## src/rtl/safety_pkg.sv

```systemverilog
// Shared definitions for the laser safety interlock: state encoding and fault bit map.
package safety_pkg;

  localparam int unsigned NUM_FAULTS = 4;
  localparam int unsigned STATE_W    = 2;

  typedef logic [STATE_W-1:0]    state_t;
  typedef logic [NUM_FAULTS-1:0] fault_vec_t;

  localparam state_t ST_IDLE    = 2'd0;
  localparam state_t ST_ARMED   = 2'd1;
  localparam state_t ST_TRIPPED = 2'd2;
  localparam state_t ST_HOLDOFF = 2'd3;

  localparam int unsigned FLT_CURRENT = 0;
  localparam int unsigned FLT_PW_LOW  = 1;
  localparam int unsigned FLT_PW_HIGH = 2;
  localparam int unsigned FLT_RATE    = 3;

  // True when any fault bit of the vector is set.
  function automatic logic fault_any(input fault_vec_t f);
    return |f;
  endfunction

endpackage

```

## src/rtl/holdoff_timer.sv

```systemverilog
// Re-arm hold-off down-counter: loads HOLDOFF_CYCLES-1, counts down while running, flags zero.
module holdoff_timer #(
  parameter int unsigned HOLDOFF_CYCLES = 250000
) (
  input  logic clk,
  input  logic rst,
  input  logic load,
  input  logic run,
  output logic zero_c
);

  localparam int unsigned TW = (HOLDOFF_CYCLES > 2) ? $clog2(HOLDOFF_CYCLES) : 1;
  localparam logic [TW-1:0] LOAD_VAL = TW'(HOLDOFF_CYCLES - 1);

  logic [TW-1:0] count;

  // Count register: load wins, otherwise decrement toward zero while running.
  always_ff @(posedge clk or posedge rst) begin
    if (rst) begin
      count <= '0;
    end else if (load) begin
      count <= LOAD_VAL;
    end else if (run && (count != '0)) begin
      count <= count - TW'(1);
    end
  end

  assign zero_c = (count == '0);

endmodule

```

## src/rtl/safety_interlock.sv

```systemverilog
// Laser safety interlock: qualifies fault flags, trips TA shutdown, gates laser power,
// counts trips and enforces a clear plus hold-off sequence before power may return.
module safety_interlock
  import safety_pkg::*;
#(
  parameter int unsigned HOLDOFF_CYCLES = 250000,
  parameter int unsigned CNT_W          = 8
) (
  input  logic                  clk,
  input  logic                  rst,
  input  logic                  enable_error_check,
  input  logic                  laser_pwr_req,
  input  logic                  clear_fail,
  input  logic                  laser_ready,
  input  logic                  current_limit_fail,
  input  logic                  pulse_lower_limit_fail,
  input  logic                  pulse_upper_limit_fail,
  input  logic                  rate_lower_limit_fail,
  output logic                  ta_shutdown,
  output logic                  laser_pwr_en,
  output logic [NUM_FAULTS-1:0] fault_latched,
  output logic [NUM_FAULTS-1:0] first_fault,
  output logic [CNT_W-1:0]      trip_count,
  output logic                  clear_ack,
  output logic [STATE_W-1:0]    state
);

  state_t     state_q;
  state_t     state_next;
  fault_vec_t raw_c;
  fault_vec_t qf_c;
  logic       any_c;
  logic       clear_q;
  logic       clear_req_c;
  logic       accept_c;
  logic       entry_c;
  logic       tmr_zero_c;
  logic       ta_c;
  logic       pwr_c;
  fault_vec_t latched_c;
  fault_vec_t first_c;
  logic [CNT_W-1:0] count_c;

  // Gather raw fault flags into the package bit map and qualify them with the enable.
  always_comb begin
    raw_c              = '0;
    raw_c[FLT_CURRENT] = current_limit_fail;
    raw_c[FLT_PW_LOW]  = pulse_lower_limit_fail;
    raw_c[FLT_PW_HIGH] = pulse_upper_limit_fail;
    raw_c[FLT_RATE]    = rate_lower_limit_fail;
    qf_c               = raw_c & {NUM_FAULTS{enable_error_check}};
    any_c              = fault_any(qf_c);
  end

  // Clear edge history; resets high so a clear held through reset is not a request.
  always_ff @(posedge clk or posedge rst) begin
    if (rst) begin
      clear_q <= 1'b1;
    end else begin
      clear_q <= clear_fail;
    end
  end

  assign clear_req_c = clear_fail & ~clear_q;

  // State register.
  always_ff @(posedge clk or posedge rst) begin
    if (rst) begin
      state_q <= ST_IDLE;
    end else begin
      state_q <= state_next;
    end
  end

  // Next-state logic; a fault always outranks a clear request.
  always_comb begin
    state_next = state_q;
    accept_c   = 1'b0;
    case (state_q)
      ST_IDLE: begin
        if (any_c) begin
          state_next = ST_TRIPPED;
        end else if (laser_ready && laser_pwr_req) begin
          state_next = ST_ARMED;
        end
      end
      ST_ARMED: begin
        if (any_c) begin
          state_next = ST_TRIPPED;
        end else if (!laser_pwr_req || !laser_ready) begin
          state_next = ST_IDLE;
        end
      end
      ST_TRIPPED: begin
        if (clear_req_c && !any_c) begin
          state_next = ST_HOLDOFF;
          accept_c   = 1'b1;
        end
      end
      ST_HOLDOFF: begin
        if (any_c) begin
          state_next = ST_TRIPPED;
        end else if (tmr_zero_c) begin
          state_next = ST_IDLE;
        end
      end
      default: state_next = ST_IDLE;
    endcase
  end

  // Output decode from the next state, plus fault capture and trip counting.
  always_comb begin
    ta_c      = 1'b0;
    pwr_c     = 1'b0;
    entry_c   = 1'b0;
    latched_c = fault_latched | qf_c;
    first_c   = first_fault;
    count_c   = trip_count;
    ta_c      = (state_next == ST_TRIPPED) || (state_next == ST_HOLDOFF);
    pwr_c     = (state_next == ST_ARMED);
    entry_c   = (state_next == ST_TRIPPED) && (state_q != ST_TRIPPED);
    if (accept_c) begin
      latched_c = '0;
      first_c   = '0;
    end
    if (entry_c) begin
      first_c = qf_c;
      if (trip_count != {CNT_W{1'b1}}) begin
        count_c = trip_count + CNT_W'(1);
      end
    end
  end

  // Registered outputs.
  always_ff @(posedge clk or posedge rst) begin
    if (rst) begin
      ta_shutdown   <= 1'b0;
      laser_pwr_en  <= 1'b0;
      fault_latched <= '0;
      first_fault   <= '0;
      trip_count    <= '0;
      clear_ack     <= 1'b0;
    end else begin
      ta_shutdown   <= ta_c;
      laser_pwr_en  <= pwr_c;
      fault_latched <= latched_c;
      first_fault   <= first_c;
      trip_count    <= count_c;
      clear_ack     <= accept_c;
    end
  end

  assign state = state_q;

  holdoff_timer #(
    .HOLDOFF_CYCLES(HOLDOFF_CYCLES)
  ) u_holdoff_timer (
    .clk    (clk),
    .rst    (rst),
    .load   (accept_c),
    .run    (state_q == ST_HOLDOFF),
    .zero_c (tmr_zero_c)
  );

endmodule

```

## config.mk

```make
export PLATFORM = sky130hd
export DESIGN_NAME = safety_interlock
export DESIGN_NICKNAME = d
export VERILOG_FILES = /design/src/rtl/safety_pkg.sv /design/src/rtl/holdoff_timer.sv /design/src/rtl/safety_interlock.sv
export SDC_FILE = /design/constraint.sdc
export NUM_CORES = 1
export LEC_CHECK = 0
export CAP_MARGIN = 10
export CORE_MARGIN = 1.5
export CORE_UTILIZATION = 52
export CTS_CLUSTER_DIAMETER = 50
export DETAILED_ROUTE_END_ITERATION = 6
export GPL_TIMING_DRIVEN = 0
export PLACE_DENSITY_LB_ADDON = 0.1
export SLEW_MARGIN = 30
export SYNTH_ARGS = -nofsm -noshare
export SYNTH_HDL_FRONTEND = slang
export SYNTH_SLANG_ARGS = --single-unit
```

## constraint.sdc

```tcl
create_clock -name clk -period 2.4 [get_ports clk]
set_clock_uncertainty 0.2 [all_clocks]
set_input_delay 0.48 -clock clk [delete_from_list [all_inputs] [get_ports clk]]
set_output_delay 0.48 -clock clk [all_outputs]
set_load 0.02 [all_outputs]
```

# After elaboration in Yosys (flattened, before gate mapping)

Cells that the tools add are included.

Add/sub/neg operators: 2
Eq/ne operators: 8
Multiplexer cells: 15
Bitwise gates (word level): 4
Reductions and logical operators: 16

Operators by type and width:

| operator                | count |
|---|---|
| $mux W18                | 2 |
| $logic_not A18 Y1       | 1 |
| $reduce_bool A18 Y1     | 1 |
| $sub A18 B1 Y18 const B | 1 |
| $mux W2                 | 7 |
| $mux W4                 | 3 |
| $add A8 B1 Y8 const B   | 1 |
| $eq A2 B2 Y1 const B    | 4 |
| $ne A8 B8 Y1 const B    | 1 |
| $pmux W2 S4             | 1 |
| $and A4 B4 Y4           | 1 |
| $eq A2 B1 Y1 const B    | 2 |
| $logic_and A1 B1 Y1     | 4 |
| $or A4 B4 Y4            | 1 |
| $reduce_bool A2 Y1      | 2 |
| $reduce_or A4 Y1        | 1 |
| $logic_not A1 Y1        | 3 |
| $logic_not A2 Y1        | 1 |
| $logic_or A1 B1 Y1      | 2 |
| $mux W1                 | 2 |
| $ne A2 B2 Y1 const B    | 1 |
| $reduce_and A2 Y1       | 1 |
| $and A1 B1 Y1           | 1 |
| $not A1 Y1              | 1 |

Register bits after elaboration: 40
Input bits: 10
Output and inout port bits: 21
Word-level logic and storage cells: 54

# Depth between registers and ports, before layout

Word-level depth: 9
Gate-level depth with buffers: 7

# Modules after synthesis

Synthesis repeated with hierarchy kept, for this count alone.

Cell total of the unflattened synthesis: 174
Area total of the unflattened synthesis: 1925.6 um2

Modules (own cells, without submodules):

| module           | instances | cells an instance | area an instance (um2) | sequential area each (um2) |
|---|---|---|---|---|
| holdoff_timer    | 1         | 104               | 1034.7                 | 450.4 |
| safety_interlock | 1         | 70                | 890.9                  | 526.8 |

# Worst setup path after synthesis

No wires, ideal clock.

Path type: reg2reg
Start: register u_holdoff_timer.count[4]
End: register u_holdoff_timer.count[11]
Data arrival time: 1735 ps
Required time: 2121 ps
Setup slack: 386 ps
Stages on the path, launching flop included: 6
Buffers on the path: 0
Cell sequence: dfrtp_1 or3_4 or2_4 or4_1 nor2_1 mux2i_1

Word-level cells in the longest chain between the ends: 3

RTL lines:

| element                                                | RTL line                                 | text |
|---|---|---|
| start, declared                                        | holdoff_timer.sv:15                      | `logic [TW-1:0] count;` |
| start signal, assigned                                 | holdoff_timer.sv:24                      | `count <= count - TW'(1);` |
| $sub A18 B1 Y18 or $reduce_bool A18 Y1 (tied branches) | holdoff_timer.sv:24, holdoff_timer.sv:23 |  |
| $mux W18 or $logic_and A1 B1 Y1 (tied branches)        | holdoff_timer.sv:23                      | `end else if (run && (count != '0)) begin` |
| $mux W18 or $reduce_bool A2 Y1 (tied branches)         | -                                        |  |

Several ways; a longest one is shown, not always the timed one. The select of a mux whose other input is x is not followed.
A chain may end at the register's enable or synchronous reset.

# Worst setup path in the final report

Start: input port current_limit_fail
End: register u_holdoff_timer.count[5]

Word-level cells in the longest chain between the ends: 7

RTL lines:

| element                                        | RTL line               | text |
|---|---|---|
| start, declared                                | safety_interlock.sv:15 | `input logic current_limit_fail,` |
| $and A4 B4 Y4 (*)                              | safety_interlock.sv:51 | `qf_c = raw_c & {NUM_FAULTS{enable_error_check}};` |
| $reduce_or A4 Y1 (*)                           | safety_pkg.sv:22       | `return \|f;` |
| $logic_not A1 Y1 (*)                           | safety_interlock.sv:95 | `if (clear_req_c && !any_c) begin` |
| $logic_and A1 B1 Y1 (*)                        | safety_interlock.sv:95 |  |
| $mux W1 (*)                                    | safety_interlock.sv:95 |  |
| $mux W1 (*)                                    | safety_interlock.sv:79 | `case (state_q)` |
| $mux W18 or $reduce_bool A2 Y1 (tied branches) | -                      |  |

Every way passes the cells marked *; elsewhere a longest branch is shown, timed or not.

==> flow_summary_export.csv <==
group,metric,value,unit
finish,nFillCells,291,
clock_network,clockBufferDepth,2,
detailed_routing,postRouteAntennaNets,0,
timing,hold_viol_final,0,
power,powerDensity,698,nW/um^2
clock_network,cts_max_level,2,
power,p_int,1.08,mW
synthesis,netlist_instances,167,
floorplan,die_x,62.3,um
timing,rsz0062_at_grt,"true",
floorplan,start_util,54.3,%
finish,layout.cells.non_filler,251,
worst_setup_path,critPathMaxFanout,10,
synthesis,async_reset_ff_share,100,%
power,combPwrFrac,24.1,%
placed_design,pre_cts_slack,-0.210,ns
power,leakage,0.956,nW
power,p_switching,496,uW
placed_design,place.gp.congestion,0.780,
power,ir_drop,0.474,mV
finish,final_util,67.3,%
finish,fin_area,2260,um^2
timing,timing.final.crit_share,93.1,%
clock_network,worstSkewPairLatency,0.36,ns
worst_hold_path,min_path_type,"input pin to asynchronous set/reset pin",
status,status,"finished clean",
detailed_routing,drcViolationCount,0,
worst_setup_path,worstPathRequired,2.44,ns
synthesis,synth.distinct_cells,46,
finish,drive_gt1_share,9.76,%
floorplan,rows,21,
timing,drv_slew,0,
grt,grt_pass1_vias,1515,
timing,max_freq,0.447,GHz
floorplan,pin_count,31,
synthesis,ys.flop_type,"dfrtp_1",
synthesis,synth_edf_count,0,
clock_network,ctsHoldBuffers,0,
synthesis,syn_area_per_cell,10.9,um^2
grt,grt.total_usage,22.5,%
grt,overflow,0,
detailed_routing,num_vias,1439,
clock_network,cts-buffers-inserted,5,
grt,grt_pass1_wl,6850,um
placed_design,place_hpwl,2650,um
power,finalPower,1.58,mW
clock_network,cts_resized,0,
detailed_routing,detail_route.wl_per_cell,14.9,um
timing,finalSetupViolCount,0,
synthesis,syn_nets,179,
power,sw_frac_of_total,31.4,%
clock_network,post_cts_buffers,0,
synthesis,ys_top_cells_by_area,"dfrtp_1, xor2_1, nor2_1, nand2_1, a32o_1",
timing,finalWorstSetupSlack,0.165,ns
worst_setup_path,reg2regPathDepth,5,
detailed_routing,viasPerCell,5.73,
timing,worst_pin_slew,0.474,ns
grt,grt_start_max_net_pins,23,
synthesis,seq_area_frac_synth,54.9,%
placed_design,io_buffers,29,
clock_network,cts_root_buf,"clkbuf_4",
placed_design,placed_cells_incl_taps,243,
power,clkPwrFrac,22.8,%
finish,insertedDiodeCount,0,
worst_setup_path,r2r_start,"u_holdoff_timer.count[12]$_DFFE_PP0P_",
clock_network,cts_tree,"built",
synthesis,ys_warn_count,0,
detailed_routing,drtPass1Iterations,4,
synthesis,syn_area,1830,um^2
clock_network,cts_sinks,40,
worst_setup_path,crit_type,"input pin to register",
synthesis,ys_seq_elements,40,
grt,antenna_found_initial,0,
timing,period_minus_slack,2.24,ns
timing,slew_headroom,68.4,%
floorplan,dieArea,3880,um^2
clock_network,path_clk_slew,0.12,ns
floorplan,fp.dieH,62.3,um
synthesis,synth_top_cell_by_area,"dfrtp_1",
finish,final_nets,216,
worst_setup_path,r2r-end,"u_holdoff_timer.count[10]$_DFFE_PP0P_",
floorplan,core_area,3360,um^2
worst_setup_path,reg2reg_slack,0.16,ns
worst_setup_path,critical_path.endpoint_type,"register",
run,max-cap-violations,0,
detailed_routing,drt_wl_total,3750,um
synthesis,synth_top_area_share,53.5,%
detailed_routing,drt-initial-drc-count,74,
placed_design,dpl_cell_area,2200,um^2
worst_setup_path,cp-start-kind,"input pin",
power,seq_power_share,53.2,%
worst_setup_path,crit_arrival,2.28,ns
finish,areaGrowthSynthToFinish,23.9,%
[layout by cell type, fill, tap and decap left out, drive strengths merged, types with 4 or more instances in the layout]
cell / count
nor4: 4
nor2: 16
nand4: 4
clkbuf: 9
o21ai: 4
inv: 8
nor3: 4
nand3: 8
a21oi: 7
xor2: 7
nand2: 11
o31ai: 4
clkdlybuf4s50: 29
mux2i: 4
dfrtp: 39
a32o: 4
[layout make-up]
| type | instances | area [um^2] | share of cell area, % |
|---|---|---|---|
| Timing Repair Buffer | 30 | 318 | 14.0 |
| Clock buffer | 8 | 58.8 | 2.60 |
| Tap cell | 46 | 57.6 | 2.54 |
| Sequential cell | 40 | 1000 | 44.3 |
| Buffer | 3 | 13.8 | 0.608 |
| Inverter | 8 | 30.0 | 1.33 |
| Multi-Input combinational cell | 116 | 782 | 34.6 |
[metrics by stage]
| step | hold slack, ns | TNS, ns |
|---|---|---|
| final | 0.231 | 0 |
| after global routing | 0.255 | -0.00885 |
| after CTS | 0.239 | 0 |
| after detailed placement | 0.282 | -1.90 |
| after global placement | 0.273 | -1.88 |
| after floorplan | 0.250 | 0 |
[power groups by stage]
stage | logic [mW] | clock network [mW] | registers [mW]
2_1_floorplan | 0.142 | 0 | 0.903
3_3_place_gp | 0.362 | 0 | 0.844
3_5_place_dp | 0.382 | 0 | 0.852
4_1_cts | 0.384 | 0.369 | 0.840
5_1_grt | 0.418 | 0.396 | 0.853
6_report | 0.380 | 0.359 | 0.840
[routing by layer]
layer / share of wire, % / wire [um] / GRT usage [%]
met5: 0 / 0 / 0
met4: 1.6 / 61 / 8.06
met3: 4.4 / 165 / 6.88
met2: 49 / 1830 / 37.2
met1: 45 / 1690 / 28.0
[critical path, stage by stage]
cell	delay (ns)
clkdlybuf4s50_1	0.48
o41ai_2	0.53
nand2b_1	0.22
clkbuf_1	0.29
o211ai_1	0.18
o31ai_1	0.10
[cells by family (layout without fill, tap and decap cells)]
group	after synthesis	count (layout)	share of synthesized area (%)
flip-flops	40	40	54.9
AO/OA/AOI/OAI	34	34	14.5
buffers and inverters	11	49	2.40
multiplexers	5	5	2.81
adder cells (fa/ha/maj)	2	2	1.37
XOR/XNOR	8	8	3.84
AND/OR/NAND/NOR	67	67	20.2
[how the worst max path moves through the flow]
stage / startpoint / end / cells past startpoint
3_5_place_dp: current_limit_fail / trip_count[1]$_DFFE_PP0P_ / 5
5_1_grt: u_holdoff_timer.count[4]$_DFFE_PP0P_ / u_holdoff_timer.count[10]$_DFFE_PP0P_ / 5
2_1_floorplan: u_holdoff_timer.count[4]$_DFFE_PP0P_ / u_holdoff_timer.count[11]$_DFFE_PP0P_ / 5
3_3_place_gp: current_limit_fail / trip_count[1]$_DFFE_PP0P_ / 5
4_1_cts: pulse_upper_limit_fail / trip_count[5]$_DFFE_PP0P_ / 6
6_report: current_limit_fail / u_holdoff_timer.count[5]$_DFFE_PP0P_ / 6
[synth_stat cells, types with 2 or more instances]
library cell,count
o41ai_1,2
o21ai_0,3
nand4_1,4
and4b_1,2
nor3_1,4
a21oi_1,7
and2_1,2
ha_1,2
and3_1,3
nor4_1,4
buf_2,2
a32o_1,4
or4_1,2
mux2i_1,4
xor2_1,7
o311ai_0,2
o31ai_1,4
dfrtp_1,39
o211ai_1,2
inv_1,8
nand3_1,8
nand2_1,11
a31oi_1,2
nor2_1,16
nand3b_1,2
[sequential cells by signal, indices dropped and copies added (netlist names)]
name / cells
clear_ack: 1
clear_q: 1
fault_latched: 4
first_fault: 4
laser_pwr_en: 1
state: 2
ta_shutdown: 1
trip_count: 8
u_holdoff_timer.count: 18
(Power assumes the default switching activity.)
